**src/rtl/pipeline_skid_reg.sv**
```systemverilog
// Two-entry skid buffer pipeline stage.
// Breaks the combinational ready path between downstream and upstream: in_ready
// depends only on registered state, and the skid register catches the one word
// that may arrive in the cycle downstream stalls. A wrapping counter tracks
// completed output transfers. flush empties the stage without touching the
// stored data words.
module pipeline_skid_reg #(
    parameter int WIDTH = 16,
    parameter int CNT_W = 8
) (
    input  logic             clk,
    input  logic             reset,
    input  logic [WIDTH-1:0] in_data,
    input  logic             in_valid,
    output logic             in_ready,
    output logic [WIDTH-1:0] pipeline_out,
    output logic             out_valid,
    input  logic             out_ready,
    input  logic             flush,
    output logic [1:0]       occupancy,
    output logic [CNT_W-1:0] xfer_count
);

    // The encoding equals the number of held entries, so occupancy is a direct copy.
    typedef enum logic [1:0] {
        EMPTY = 2'd0,
        ONE   = 2'd1,
        FULL  = 2'd2
    } state_t;

    state_t           state;
    state_t           state_nxt;
    logic [WIDTH-1:0] main_q;
    logic [WIDTH-1:0] skid_q;
    logic [CNT_W-1:0] xfer_q;
    logic             in_ready_q;
    logic             out_valid_q;
    logic [1:0]       occupancy_q;

    logic             in_fire;
    logic             out_fire;
    logic             load_main_in;
    logic             load_main_skid;
    logic             load_skid;

    assign in_fire  = in_valid & in_ready_q;
    assign out_fire = out_valid_q & out_ready;

    // Next-state and data-steering decision; flush overrides every handshake move.
    always_comb begin
        state_nxt      = state;
        load_main_in   = 1'b0;
        load_main_skid = 1'b0;
        load_skid      = 1'b0;
        if (flush) begin
            state_nxt = EMPTY;
        end else begin
            case (state)
                EMPTY: begin
                    if (in_fire) begin
                        state_nxt    = ONE;
                        load_main_in = 1'b1;
                    end
                end
                ONE: begin
                    if (in_fire && out_fire) begin
                        load_main_in = 1'b1;
                    end else if (in_fire) begin
                        state_nxt = FULL;
                        load_skid = 1'b1;
                    end else if (out_fire) begin
                        state_nxt = EMPTY;
                    end
                end
                FULL: begin
                    if (out_fire) begin
                        state_nxt      = ONE;
                        load_main_skid = 1'b1;
                    end
                end
                default: begin
                    state_nxt = EMPTY;
                end
            endcase
        end
    end

    // State, data registers, transfer counter and registered status flags.
    always_ff @(posedge clk) begin
        if (reset) begin
            state       <= EMPTY;
            main_q      <= '0;
            skid_q      <= '0;
            xfer_q      <= '0;
            in_ready_q  <= 1'b1;
            out_valid_q <= 1'b0;
            occupancy_q <= 2'd0;
        end else begin
            state       <= state_nxt;
            in_ready_q  <= (state_nxt != FULL);
            out_valid_q <= (state_nxt != EMPTY);
            occupancy_q <= state_nxt;
            if (load_main_in) begin
                main_q <= in_data;
            end else if (load_main_skid) begin
                main_q <= skid_q;
            end
            if (load_skid) begin
                skid_q <= in_data;
            end
            if (out_fire) begin
                xfer_q <= xfer_q + CNT_W'(1);
            end
        end
    end

    assign in_ready     = in_ready_q;
    assign out_valid    = out_valid_q;
    assign occupancy    = occupancy_q;
    assign pipeline_out = main_q;
    assign xfer_count   = xfer_q;

endmodule

```
**config.mk**
```make
export PLATFORM = sky130hd
export DESIGN_NAME = pipeline_skid_reg
export DESIGN_NICKNAME = d
export VERILOG_FILES = /design/src/rtl/pipeline_skid_reg.sv
export SDC_FILE = /design/constraint.sdc
export NUM_CORES = 1
export LEC_CHECK = 0
export CORE_MARGIN = 5
export CORE_UTILIZATION = 43
export DETAILED_ROUTE_END_ITERATION = 6
export HOLD_SLACK_MARGIN = 0.08
export PLACE_DENSITY = 0.77
export SLEW_MARGIN = 20
export SYNTH_ARGS = -nofsm -noshare
export SYNTH_HDL_FRONTEND = slang
export SYNTH_SLANG_ARGS = --single-unit
```
**constraint.sdc**
```tcl
create_clock -name clk -period 1.73 [get_ports clk]
set_input_delay 0.346 -clock clk [delete_from_list [all_inputs] [get_ports clk]]
set_output_delay 0.346 -clock clk [all_outputs]
set_load 0.01 [all_outputs]
```
* Yosys cells after proc, flatten, opt, wreduce, memory -nomap -nowiden
Index checks and enable logic that the tools add are counted.
** Word-level totals
- Bits in registers :: 44
- Latch bits :: 0
- RAM bits :: 0
- Memory bits (read-only) :: 0
- Bits of input ports :: 21
- Output and inout bits :: 28
- Logic and storage cells :: 35
- Memories kept :: 0
** Cells by class
- $add $sub $neg :: 1
- $mul :: 0
- Divide/modulo/power cells :: 0
- $lt $le $gt $ge :: 0
- Equality and inequality tests :: 3
- Shifts and indexed selects :: 0
- Mux-type cells :: 19
- Bitwise gates (word level) :: 2
- Reductions and logical operators :: 4
** Operators with widths (count)
- two-way mux 16 bit :: 2
- two-way mux 2 bit :: 6
- two-way mux 1 bit :: 9
- adder 8 x 1 -> 8 bit, second input constant :: 1
- case mux 2 bit (3 select lines) :: 1
- nonzero test 2 bit :: 2
- AND 1 bit :: 2
- equality test 2 x 1 -> 1 bit, second input constant :: 1
- equality test 2 bit, second input constant :: 1
- logical NOT 2 bit :: 1
- != test 2 bit, second input constant :: 1
- case mux 1 bit (2 select lines) :: 1
- logical AND 1 bit :: 1

* Depth between registers and ports, before layout
Gate-level depths: netlist of the first run.
- Word-level depth :: 7
- Mapped depth :: 6
- Depth with buffers taken out :: 4

* Worst setup path after synthesis of the first run
OpenSTA, ideal clock, no wires.
- Kind :: register to register
- Start :: reg occupancy[0] (netlist name)
- End :: reg skid_q[10]
- Library setup time :: 124 ps
- Arrival :: 1561 ps
- Data required time :: 1606 ps
- Slack :: 45 ps
- Stages on the path, launching flop included :: 7
- Path buffers :: 2
- Period minus slack after synthesis :: 1685 ps
- Path through :: dfxtp_1 -> buf_4 -> inv_1 -> nor4_4 -> buf_8 -> mux2i_1 -> nor2_1
** RTL lines
- to (signal assigned) :: RTL line 109 : skid_q <= in_data;
- to (decl) :: RTL line 34 : logic [WIDTH-1:0] skid_q;

* Worst setup path after layout of the first run
- Start :: reg occupancy_q[0], in the netlist occupancy[0]
- End :: out occupancy[0]
** RTL lines
- from (decl) :: RTL line 38 : logic [1:0] occupancy_q;
- from (signal assigned) :: RTL line 102 : occupancy_q <= state_nxt;
- to (decl) :: RTL line 20 : output logic [1:0] occupancy,
No word-level cell between the ends.

==> flow_summary.rst, run 1 <==
.. list-table::
   :header-rows: 1

   * - Metric
     - Value
   * - Maximum number of pins on one net before global-route repair
     - 28
   * - Class of the most critical hold timing path
     - reg2reg
   * - Vias in the first global route
     - between 1000 and 1500
   * - Unrepaired setup endpoints after global routing
     - no
   * - CP Launch Point
     - occupancy[0]$_SDFF_PP0_
   * - Largest family of logic cells by synthesized area
     - multiplexers
   * - Worst Path Required
     - 1.38 ns
   * - Total clock buffers created by CTS
     - 5
   * - Worst ir drop on vdd
     - ~0.48 mV
   * - Floorplan row count
     - 23
   * - Instance area after placement
     - approximately 0.0024 sq mm
   * - Leakage
     - between 0.8 and 0.9 nW
   * - Length of the first detailed-routing pass in iterations
     - 4
   * - Initial core utilization
     - 0.450
   * - Remaining DRCs
     - 0
   * - Nature of the critical path endpoint
     - output pin
   * - Synthesized-area fraction occupied by xor and xnor cells
     - 0.0288
   * - Fraction of the yosys area taken by sequential cells
     - 0.482
   * - Final Util
     - 0.615
   * - Endpoint arrival time on the critical path
     - 1.32 ns
   * - Fraction of layout cells with a size suffix above 1
     - 0.101
   * - Clock input transition at the sequential cells of the worst setup and hold paths
     - approximately 0.070 ns
   * - Worst-skew pair later-pin latency
     - 0.29 ns
   * - Synth warn
     - 0
   * - Count of antenna-violating nets left after detailed routing
     - 0
   * - Sink count of the clock tree
     - 44
   * - #FFs+latches synth
     - 44
   * - Count of unique library cells instantiated by Yosys
     - 35
   * - Chain of cells forming the critical path
     - buf_4 -> clkdlybuf4s50_1
   * - Count of pins over their slew limit
     - 0
   * - Number of instances in the synthesized netlist
     - 170
   * - Final standard cell count with taps included and fillers excluded
     - ~280
   * - Root buffer cell
     - sky130_fd_sc_hd__clkbuf_8
   * - Final Setup Violations
     - 0
   * - Half-perimeter wire length after placement
     - ~2.8 mm
   * - Reg2reg start
     - in_ready$_SDFF_PP1_
   * - Global routing usage summed across all routing layers
     - 0.155
   * - Hold depth
     - 1
   * - Top-level port count
     - 49
   * - # placed instances
     - between 200 and 300
   * - Nets
     - between 200 and 250
   * - Diodes inserted
     - 0
   * - Cell with the largest stage delay on the worst path
     - sky130_fd_sc_hd__clkdlybuf4s50_1
   * - Detailed Route Iter0 Violations
     - 80
   * - Maximum clock insertion buffer count
     - 2
   * - Nets in the synthesized netlist
     - approximately 190
   * - Post-synthesis share of cell area spent on and, or, nand and nor gates
     - 0.137
   * - Global route overflow
     - 0
   * - Overall power after layout
     - approximately 0.0019 W
   * - Global-route wire length before repair
     - about 6.6 mm
   * - Largest driver fanout on the critical path
     - 8
   * - Minimum period implied by the final worst setup slack
     - between 1.5 and 2 ns
   * - Worst Hold End
     - pipeline_out[8]$_SDFFE_PP0P_
   * - Count of endpoints failing hold in the final timing report
     - 0
   * - Post-detailed-route via-to-cell ratio
     - between 5 and 6
   * - Number of buffer cells added on primary ports
     - 48
   * - Fraction of the mapped netlist area in compound gates
     - 0.127
   * - Htree depth
     - 2
   * - Clock Skew
     - 0.00894 ns
   * - Number of inserted filler cells in the final layout
     - about 350
   * - Placeable core area
     - 0.00406 sq mm
   * - R2R cell count
     - 6
   * - Worst reg2reg endpoint
     - skid_q[9]$_SDFFE_PP0P_
   * - Area growth syn-to-layout
     - 36.7%
   * - Final std cell area, no fill
     - roughly 0.0025 sq mm
   * - Run status
     - finished clean
   * - Total power divided by cell area
     - around 760 mW/mm^2
   * - Die boundary height
     - between 70 and 80 um
   * - Routed via count
     - between 1000 and 1500
   * - Internal reg-to-reg setup slack
     - between 0.2 and 0.25 ns
   * - Slew at the pin with the worst max-slew slack
     - roughly 0.67 ns
   * - Setup TNS Final
     - 0 ns
   * - Routed wire length per instance
     - between 10 and 15 um
   * - WS Path Type
     - reg2out
   * - Final routed wirelength across all metal layers
     - slightly above 4 mm
   * - Hold Startpoint
     - pipeline_out[8]$_SDFFE_PP0P_
   * - Ratio of final minimum period to clock period
     - 0.962
   * - Sort of element at the start of the critical path
     - flop
   * - Post-synthesis instance area
     - 0.00183 sq mm
   * - Clock tree from TritonCTS
     - yes
   * - Post-synthesis adder-cell area fraction
     - 0.00685
   * - Mean instance size in the synthesized netlist
     - approximately 11 sq um
   * - Multiplexer area fraction after synthesis
     - 0.175
   * - Width of the die
     - roughly 75 um
   * - Max-cap viol count
     - 0
   * - F_max
     - between 600 and 700 MHz
   * - Tightest slew margin relative to the limit
     - 0.549
   * - Die Outline Area
     - between 0.005 and 0.006 sq mm
   * - Final weighted congestion of routability-driven global placement
     - 0.831
   * - Largest stage delay on the critical path
     - 0.55 ns
   * - Initial antenna violation count
     - 0
## through the flow
stage          setup WS (ns)  hold WS [ns]
5_1_grt              0.00771         0.487
3_5_place_dp          -0.428         0.451
2_1_floorplan         0.0449         0.429
4_1_cts               0.0482         0.473
3_3_place_gp          -0.341         0.449
6_report              0.0650         0.466
## flip-flops by register name (all words and copies together) (netlist names)
name          cells
pipeline_out     16
skid_q           16
xfer_count        8
occupancy         2
in_ready          1
out_valid         1
## power breakdown
part / switching [W] / internal, W
clock: 0.000323 / 0.000275
combinational: 0.000112 / 0.000136
sequential: 0.0000143 / 0.00103
total: 0.000449 / 0.00144
## what timing repair did
action                     in CTS  in global routing
hold buffers                    0                  0
setup endpoints to repair      16                  0
gates resized for setup         2                  0
setup buffers                   0                  0
## synth_stat cells
master | instances | area share
sky130_fd_sc_hd__inv_1 | 2 | 0.0041
sky130_fd_sc_hd__a21oi_1 | 3 | 0.0082
sky130_fd_sc_hd__nor4_1 | 1 | 0.0034
sky130_fd_sc_hd__xnor2_1 | 3 | 0.014
sky130_fd_sc_hd__o22ai_1 | 1 | 0.0034
sky130_fd_sc_hd__nand2b_1 | 1 | 0.0034
sky130_fd_sc_hd__ha_1 | 1 | 0.0068
sky130_fd_sc_hd__nor3_2 | 1 | 0.0055
sky130_fd_sc_hd__buf_2 | 2 | 0.0055
sky130_fd_sc_hd__dfxtp_1 | 44 | 0.48
sky130_fd_sc_hd__clkbuf_1 | 1 | 0.0021
sky130_fd_sc_hd__buf_6 | 1 | 0.0062
sky130_fd_sc_hd__nand3b_4 | 1 | 0.011
sky130_fd_sc_hd__nand2_1 | 7 | 0.014
sky130_fd_sc_hd__and2_4 | 1 | 0.0048
sky130_fd_sc_hd__or3_1 | 1 | 0.0034
sky130_fd_sc_hd__dlygate4sd1_1 | 1 | 0.0048
sky130_fd_sc_hd__buf_4 | 3 | 0.012
sky130_fd_sc_hd__nand4_1 | 3 | 0.010
sky130_fd_sc_hd__o21a_1 | 2 | 0.0082
sky130_fd_sc_hd__o21ai_0 | 1 | 0.0027
sky130_fd_sc_hd__nor4_4 | 1 | 0.012
sky130_fd_sc_hd__nor3_1 | 3 | 0.0082
sky130_fd_sc_hd__a211oi_1 | 1 | 0.0041
sky130_fd_sc_hd__buf_8 | 1 | 0.0082
sky130_fd_sc_hd__a21oi_4 | 1 | 0.0089
sky130_fd_sc_hd__a2111oi_0 | 1 | 0.0048
sky130_fd_sc_hd__a221oi_1 | 1 | 0.0048
sky130_fd_sc_hd__o21ai_2 | 1 | 0.0048
sky130_fd_sc_hd__mux2i_1 | 32 | 0.18
sky130_fd_sc_hd__nor2_1 | 24 | 0.049
sky130_fd_sc_hd__nand3_1 | 3 | 0.0082
sky130_fd_sc_hd__xor2_1 | 3 | 0.014
sky130_fd_sc_hd__and3_1 | 1 | 0.0034
sky130_fd_sc_hd__o2bb2ai_1 | 16 | 0.077
## critical path, delay by kind of cell, from the launching register on
family	cells	cell delay, ns
buffers and inverters	2	0.71
DFF	1	0.33
## logic make-up (layout without fill, tap and decap cells)
family,Yosys count,after routing
adders and majority gates,1,1
xor gates and xnor gates,6,6
AOI/OAI and AO/OA,28,28
and+or+nand+nor,48,48
DFF,44,44
buffers and inverters,11,68
muxes,32,32
## cell type report
type,count,area [sq um],area share
flip-flops and latches,44,881,0.353
inverters,2,7.51,0.00301
clock inverters,1,5.00,0.00200
multi-input cells,115,881,0.353
clock buffers,6,72.6,0.0291
well taps,50,62.6,0.0251
repair buffers,59,588,0.235
## per-layer routing
layer,up-vias,track usage,part of all wire
met5,-,0,0
met3,7,0.0454,0.061
met4,0,0.0641,0.017
met1,676,0.196,0.45
met2,35,0.249,0.47
li1,720,-,-
## worst max-delay path by stage
stage                               endpoint  slack (ns)  cells after the start
2_1_floorplan        skid_q[10]$_SDFFE_PP0P_        0.04                      6
3_3_place_gp   pipeline_out[11]$_SDFFE_PP0P_       -0.34                      5
3_5_place_dp    pipeline_out[1]$_SDFFE_PP0P_       -0.43                      5
4_1_cts                         occupancy[0]        0.05                      2
5_1_grt              skid_q[10]$_SDFFE_PP0P_       0.008                      7
6_report                        occupancy[0]        0.06                      2
## cell usage in the layout, fill, tap and decap left out, types with 2 or more instances in the layout
cell / Yosys / routed
sky130_fd_sc_hd__nand4_1: 3 / 3
sky130_fd_sc_hd__o2bb2ai_1: 16 / 16
sky130_fd_sc_hd__nand3_1: 3 / 3
sky130_fd_sc_hd__buf_12: 0 / 2
sky130_fd_sc_hd__o21a_1: 2 / 2
sky130_fd_sc_hd__clkdlybuf4s50_1: 0 / 48
sky130_fd_sc_hd__buf_4: 3 / 9
sky130_fd_sc_hd__nor2_1: 24 / 24
sky130_fd_sc_hd__nor3_1: 3 / 3
sky130_fd_sc_hd__a21oi_1: 3 / 3
sky130_fd_sc_hd__mux2i_1: 32 / 32
sky130_fd_sc_hd__nand2_1: 7 / 7
sky130_fd_sc_hd__xor2_1: 3 / 3
sky130_fd_sc_hd__dfxtp_1: 44 / 44
sky130_fd_sc_hd__inv_1: 2 / 2
sky130_fd_sc_hd__clkbuf_8: 0 / 5
sky130_fd_sc_hd__xnor2_1: 3 / 3
(Power assumes the default switching activity.)
==> run 2: changes to the inputs <==
SKIP_LAST_GASP = 1   (was unset)
==> results of run 2 <==
Same layout as run 1: the final DEF is identical, and so are final timing and power.
